<file path="src/rtl/hazard_scoreboard_pkg.sv">
// Shared decode constants and scoreboard entry type for the ID-stage hazard scoreboard.
package hazard_scoreboard_pkg;

  localparam logic [6:0] OPC_LUI    = 7'b0110111;
  localparam logic [6:0] OPC_AUIPC  = 7'b0010111;
  localparam logic [6:0] OPC_JAL    = 7'b1101111;
  localparam logic [6:0] OPC_JALR   = 7'b1100111;
  localparam logic [6:0] OPC_BRANCH = 7'b1100011;
  localparam logic [6:0] OPC_LOAD   = 7'b0000011;
  localparam logic [6:0] OPC_STORE  = 7'b0100011;
  localparam logic [6:0] OPC_OP_IMM = 7'b0010011;
  localparam logic [6:0] OPC_OP     = 7'b0110011;

  localparam int unsigned FWD_REGFILE = 0;

  typedef struct packed {
    logic       valid;
    logic [4:0] rd;
    logic       is_load;
  } sb_entry_t;

endpackage

</file>
<file path="src/rtl/hazard_scoreboard_decode.sv">
// Operand usage / destination decode for one instruction, by opcode class.
module hazard_decode
  import hazard_scoreboard_pkg::*;
(
  input  logic [31:0] inst,
  output logic        uses_rs1,
  output logic        uses_rs2,
  output logic        writes_rd,
  output logic        is_load,
  output logic [4:0]  rs1,
  output logic [4:0]  rs2,
  output logic [4:0]  rd
);

  // funct3/funct7 do not affect hazard classification.
  logic unused_bits;
  assign unused_bits = ^{inst[31:25], inst[14:12]};

  assign rs1 = inst[19:15];
  assign rs2 = inst[24:20];
  assign rd  = inst[11:7];

  always_comb begin
    uses_rs1  = 1'b0;
    uses_rs2  = 1'b0;
    writes_rd = 1'b0;
    is_load   = 1'b0;
    case (inst[6:0])
      OPC_LUI, OPC_AUIPC, OPC_JAL: writes_rd = 1'b1;
      OPC_JALR: begin
        writes_rd = 1'b1;
        uses_rs1  = 1'b1;
      end
      OPC_BRANCH, OPC_STORE: begin
        uses_rs1 = 1'b1;
        uses_rs2 = 1'b1;
      end
      OPC_LOAD: begin
        writes_rd = 1'b1;
        uses_rs1  = 1'b1;
        is_load   = 1'b1;
      end
      OPC_OP_IMM: begin
        writes_rd = 1'b1;
        uses_rs1  = 1'b1;
      end
      OPC_OP: begin
        writes_rd = 1'b1;
        uses_rs1  = 1'b1;
        uses_rs2  = 1'b1;
      end
      default: ;
    endcase
  end

endmodule

</file>
<file path="src/rtl/hazard_scoreboard.sv">
// Multi-stage destination scoreboard: nearest-producer forwarding select and load-use stall.
module hazard_scoreboard
  import hazard_scoreboard_pkg::*;
#(
  parameter  int unsigned STAGES      = 3,
  parameter  int unsigned LOAD_LAT    = 1,
  parameter  int unsigned STALL_CNT_W = 16,
  localparam int unsigned SEL_W       = $clog2(STAGES + 1)
) (
  input  logic                   clk,
  input  logic                   rst,
  input  logic                   id_valid,
  input  logic [31:0]            id_inst,
  input  logic                   flush,
  input  logic                   ext_stall,
  output logic                   stall_o,
  output logic [SEL_W-1:0]       fwd_rs1_sel,
  output logic [SEL_W-1:0]       fwd_rs2_sel,
  output logic [STALL_CNT_W-1:0] stall_cnt
);

  logic       uses_rs1, uses_rs2, writes_rd, is_load;
  logic [4:0] rs1, rs2, rd;

  hazard_decode u_decode (
    .inst      (id_inst),
    .uses_rs1  (uses_rs1),
    .uses_rs2  (uses_rs2),
    .writes_rd (writes_rd),
    .is_load   (is_load),
    .rs1       (rs1),
    .rs2       (rs2),
    .rd        (rd)
  );

  sb_entry_t        sb_q [1:STAGES];
  sb_entry_t        new_entry;
  logic             live;
  logic [SEL_W-1:0] rs1_sel, rs2_sel;
  logic             rs1_late, rs2_late;

  assign live = id_valid & ~flush;

  // Scan from the oldest stage down so the nearest producer overwrites farther ones.
  always_comb begin
    rs1_sel  = '0;
    rs2_sel  = '0;
    rs1_late = 1'b0;
    rs2_late = 1'b0;
    for (int k = STAGES; k >= 1; k--) begin
      if (live && uses_rs1 && sb_q[k].valid && (sb_q[k].rd == rs1)) begin
        rs1_sel  = SEL_W'(k);
        rs1_late = sb_q[k].is_load && (k <= int'(LOAD_LAT));
      end
      if (live && uses_rs2 && sb_q[k].valid && (sb_q[k].rd == rs2)) begin
        rs2_sel  = SEL_W'(k);
        rs2_late = sb_q[k].is_load && (k <= int'(LOAD_LAT));
      end
    end
  end

  assign stall_o     = rs1_late | rs2_late;
  assign fwd_rs1_sel = stall_o ? SEL_W'(FWD_REGFILE) : rs1_sel;
  assign fwd_rs2_sel = stall_o ? SEL_W'(FWD_REGFILE) : rs2_sel;

  always_comb begin
    new_entry.valid   = live & ~stall_o & writes_rd & (rd != 5'd0);
    new_entry.rd      = rd;
    new_entry.is_load = is_load;
  end

  always_ff @(posedge clk or posedge rst) begin
    if (rst) begin
      for (int k = 1; k <= STAGES; k++) sb_q[k] <= '0;
    end else if (!ext_stall) begin
      for (int k = 2; k <= STAGES; k++) sb_q[k] <= sb_q[k-1];
      sb_q[1] <= new_entry;
    end
  end

  always_ff @(posedge clk or posedge rst) begin
    if (rst) begin
      stall_cnt <= '0;
    end else if (stall_o && !ext_stall && (stall_cnt != '1)) begin
      stall_cnt <= stall_cnt + 1'b1;
    end
  end

endmodule

</file>
<file path="config.mk">
export PLATFORM = sky130hd
export DESIGN_NAME = hazard_scoreboard
export DESIGN_NICKNAME = d
export VERILOG_FILES = /design/src/rtl/hazard_scoreboard_pkg.sv /design/src/rtl/hazard_scoreboard_decode.sv /design/src/rtl/hazard_scoreboard.sv
export SDC_FILE = /design/constraint.sdc
export NUM_CORES = 1
export LEC_CHECK = 0
export CAP_MARGIN = 20
export CORE_MARGIN = 5
export CORE_UTILIZATION = 40
export DETAILED_ROUTE_END_ITERATION = 10
export DONT_BUFFER_PORTS = 1
export HOLD_SLACK_MARGIN = 0.1
export PLACE_DENSITY_LB_ADDON = 0.12
export SLEW_MARGIN = 20
export SYNTH_ARGS = -nofsm -noshare
export SYNTH_HDL_FRONTEND = slang
export SYNTH_SLANG_ARGS = --single-unit
</file>
<file path="constraint.sdc">
create_clock -name clk -period 2.8 [get_ports clk]
set_input_delay 0.28 -clock clk [delete_from_list [all_inputs] [get_ports clk]]
set_output_delay 0.28 -clock clk [all_outputs]
set_load 0.03 [all_outputs]
</file>
==> results by stage <==
Die:
- The die is 82.0 um wide.
- The initialized floorplan defines 26 standard-cell rows.
- The vertical die dimension is 82.0 um.
- 58 I/O pins were placed.
- After floorplanning, the core was sized to cover 5070 sq um.
- The die covers 6730 sq um.
- The initial utilization of the core area, before any placement, comes to 40.9%.

Synthesis:
- The number of flip-flops and latches in the synthesized netlist is 35.
- The synthesized netlist devotes 21.0% of its cell area to simple gates.
- Summing the areas of all compound-gate instances in the mapped netlist gives 4.22% of the synthesized area.
- A synthesized cell averages 10.9 sq um.
- The part of the Yosys area used for sequential elements is 42.2%.
- Measured against the total synthesized area, the mux share comes to 11.0%.
- Synthesis produced a netlist with a net count of 229.
- The XOR/XNOR share of the synthesized area is 19.0%.
- Synthesis handed over a netlist of 191 instances.
- The Yosys step of the flow raised 0 warnings.
- After synthesis, the largest family of logic cells by area is simple AND/OR/NAND/NOR gates.
- The area share of fa/ha/maj cells after synthesis is 0.603%.
- The post-synthesis cell type count is 36.
- The total standard cell area after synthesis is 2080 sq um.

Timing:
- The clock skew is 0.00779 ns.
- After layout, the worst path uses 88.3% of the clock period.
- The total count of max-transition violations in the final report is 0.
- The transition time at the pin with the least slew margin is 0.650 ns.
- Setup violations remaining at the end of the flow were counted as 0.
- For this run, the top clock speed supported by timing is 404 MHz.
- The final critical delay including setup and external delays is 2.47 ns.
- The worst setup margin is 0.328 ns.
- Headroom to the max-slew limit came out at 56.6%.
- The final hold slack is 0.139 ns.
- Setup repair after global routing left no endpoint under its margin.
- The final total negative setup slack is 0 ns.
- The final hold violation count is 0.

Drt:
- In the routed design, unresolved DRC markers number 0.
- Once detail routing completed, the nets flagged for antenna violations numbered 0.
- The total number of vias is 1496.
- The detailed router's first-iteration violation count is 58.
- Dividing the detail-routed via count by the number of cells gives 5.52.
- The total length of routed wires is 4560 um.
- In the final routed layout, each cell accounts on average for 16.8 um.
- The detailed-routing iteration count for the pre-antenna-repair pass is 4.

Critical path:
- The kind of start point of the critical path is a flop.
- The kind of end point of the critical path is a primary output.
- The arrival time of the worst setup path is 2.19 ns.
- The reg-to-reg critical path startpoint is sb_q[18].
- The critical path starts at sb_q[16].
- The top fanout value on the critical path is 4.
- For the worst setup path, the data required time is 2.52 ns.
- The setup path with the least slack is of type flop to primary output.

Finish:
- The post-route netlist has 21.4% of its cells at a drive strength greater than 1.
- The layout net count is 238.
- Compared with the post-synthesis result, the final layout area differs by 10.1%.
- The number of inserted diodes is 0.
- The cell area after layout is 2280 sq um.
- Leaving out fill and tap cells, the most frequent cells in the layout are 36 x sky130_fd_sc_hd__xor2_1, 35 x sky130_fd_sc_hd__dfrtp_1, 19 x sky130_fd_sc_hd__mux2_2.
- The utilization after layout is 45.0%.
- The library cell used most frequently in the layout, excluding fill and tap cells, is sky130_fd_sc_hd__xor2_1.

Clocking:
- The total number of H-tree levels is 2.
- The clock latency at the later pin of the worst-skew pair is 0.28 ns.
- In this run the deepest clock path goes through 2 buffers.
- The tree is rooted in a sky130_fd_sc_hd__clkbuf_8.
- After clock tree synthesis, the clock-pin slew on the worst setup and hold paths is 0.07 ns.
- TritonCTS created 5 clock buffers.
- The CTS tree is yes.
- The tree built by TritonCTS fans out to 35 sinks.
- Once the clock tree was built, the setup fixing pass inserted 0 buffers.

Pwr:
- Dividing total power by cell area gives a power density of 490 nW/um^2.
- The standby leakage power is 0.987 nW.
- The worst ir drop on vdd is 0.263 mV.

Place:
- In this run the cell area measured after placement is 2170 sq um.
- In this run the tool buffered the top-level ports with 0 buffer cells.
- The post-detailed-placement half-perimeter wirelength is 3490 um.
- The worst-case setup slack after placement is 0.521 ns.
- The congestion estimate from routability-driven global placement came to 0.839.

GRT:
- The number of antenna violations at the first check in global routing is 0.
- The pin count of the biggest net entering global routing is 33.
- The global-route wire length before repair is 7770 um.
- For this run the aggregate overflow at the end of global routing stands at 0.
- The number of global-route vias before repair is 1632.
- The global-route usage over all layers is 15.2%.

Flow run:
- The tool flagged a number of max-cap violations equal to 0.

Worst hold path:
- The startpoint identified for the worst hold timing path is id_inst[9].
- The min-delay analysis places its worst path in the category input pin to flop.

Status:
- The run finished with clean final reports.
-- cells in the mapped netlist --
library cell / count / area (sq um)
sky130_fd_sc_hd__o21bai_1: 1 / 7.51
sky130_fd_sc_hd__nand3_1: 9 / 45.0
sky130_fd_sc_hd__nand3b_1: 2 / 15.0
sky130_fd_sc_hd__buf_6: 2 / 22.5
sky130_fd_sc_hd__nand4_1: 4 / 25.0
sky130_fd_sc_hd__nor4_1: 13 / 81.3
sky130_fd_sc_hd__ha_1: 1 / 12.5
sky130_fd_sc_hd__xor2_1: 36 / 315
sky130_fd_sc_hd__a22o_1: 1 / 8.76
sky130_fd_sc_hd__nor4_2: 1 / 12.5
sky130_fd_sc_hd__xnor2_1: 9 / 78.8
sky130_fd_sc_hd__or3_4: 1 / 11.3
sky130_fd_sc_hd__nor3_1: 8 / 40.0
sky130_fd_sc_hd__a32oi_4: 1 / 27.5
sky130_fd_sc_hd__nand2b_1: 1 / 6.26
sky130_fd_sc_hd__nor2_1: 7 / 26.3
sky130_fd_sc_hd__a31oi_1: 1 / 6.26
sky130_fd_sc_hd__a22o_2: 1 / 10.0
sky130_fd_sc_hd__inv_1: 3 / 11.3
sky130_fd_sc_hd__nor2b_1: 3 / 18.8
sky130_fd_sc_hd__nor4b_1: 2 / 17.5
sky130_fd_sc_hd__or4_1: 1 / 7.51
sky130_fd_sc_hd__o21ai_0: 1 / 5.00
sky130_fd_sc_hd__nor3_4: 1 / 16.3
sky130_fd_sc_hd__dfrtp_1: 35 / 876
sky130_fd_sc_hd__a2111oi_0: 1 / 8.76
sky130_fd_sc_hd__mux2_4: 1 / 15.0
sky130_fd_sc_hd__nor3_2: 2 / 20.0
sky130_fd_sc_hd__and3_1: 4 / 25.0
sky130_fd_sc_hd__nand2_1: 12 / 45.0
sky130_fd_sc_hd__a21oi_1: 1 / 5.00
sky130_fd_sc_hd__a32oi_1: 1 / 8.76
sky130_fd_sc_hd__buf_1: 1 / 3.75
sky130_fd_sc_hd__mux2_2: 19 / 214
sky130_fd_sc_hd__clkbuf_1: 1 / 3.75
sky130_fd_sc_hd__and3_2: 3 / 22.5
-- state kept, by name (all words and copies together) (netlist names) --
| name | cells |
|---|---|
| sb_q | 19 |
| stall_cnt | 16 |
-- metrics by stage --
stage / power [mW] / instances
CTS: 1.14 / 271
global route: 1.18 / 271
finish: 1.12 / 271
floorplan: 0.698 / 191
detailed placement: 0.724 / 262
global placement: 0.717 / 262
-- kinds of logic (layout without fill, tap and decap cells) --
group | count (synthesis) | in the layout
mux | 20 | 20
xor+xnor | 45 | 45
buf+inv | 7 | 17
fa+ha+maj | 1 | 1
flops | 35 | 35
simple gates | 74 | 74
compound gates | 9 | 9
-- metal layers --
layer	routed length (um)	track usage, %	vias to the layer above
met1	1780	18.0	743
met2	2390	25.8	39
met4	66	5.15	0
met5	0	0	-
met3	321	5.15	7
li1	-	-	707
-- worst max-delay path, stage by stage, from the launching register on --
cell	delay, ns
sky130_fd_sc_hd__dfrtp_1	0.44
sky130_fd_sc_hd__xnor2_1	0.18
sky130_fd_sc_hd__nand4_1	0.16
sky130_fd_sc_hd__nor3_4	0.31
sky130_fd_sc_hd__mux2_2	0.37
sky130_fd_sc_hd__nor2_1	0.44
-- power breakdown --
| group | leakage [nW] | switching (mW) | internal (mW) |
|---|---|---|---|
| combinational | 0.481 | 0.0516 | 0.0775 |
| sequential | 0.455 | 0.0454 | 0.538 |
| clock | 0.0505 | 0.183 | 0.224 |
| total | 0.987 | 0.280 | 0.840 |
-- cell type report --
| type | count | area [sq um] |
|---|---|---|
| tap | 70 | 87.6 |
| multi-input combinational | 149 | 1160 |
| timing repair buffer | 6 | 47.5 |
| inverter | 3 | 11.3 |
| clock buffer | 7 | 96.3 |
| fill | 515 | 2790 |
| sequential | 35 | 876 |
| clock inverter | 1 | 7.51 |
-- path summary, 6_finish.rpt --
check / end / slack [ns] / cells after the start
min in group asynchronous: stall_cnt[4] / 0.52 / 2
setup reg to reg: stall_cnt[1] / 0.51 / 6
hold / removal: sb_q[17] / 0.14 / 1
hold reg to reg: sb_q[6] / 0.53 / 1
max in group asynchronous: sb_q[12] / 1.58 / 3
setup / recovery: fwd_rs1_sel[0] / 0.33 / 5
-- timing repair --
| action | 4_1_cts | 5_1_grt |
|---|---|---|
| endpoints found under the hold margin | 16 | 0 |
| gates resized for setup | 0 | 0 |
| hold buffers | 1 | 0 |
(Power assumes the default switching activity.)
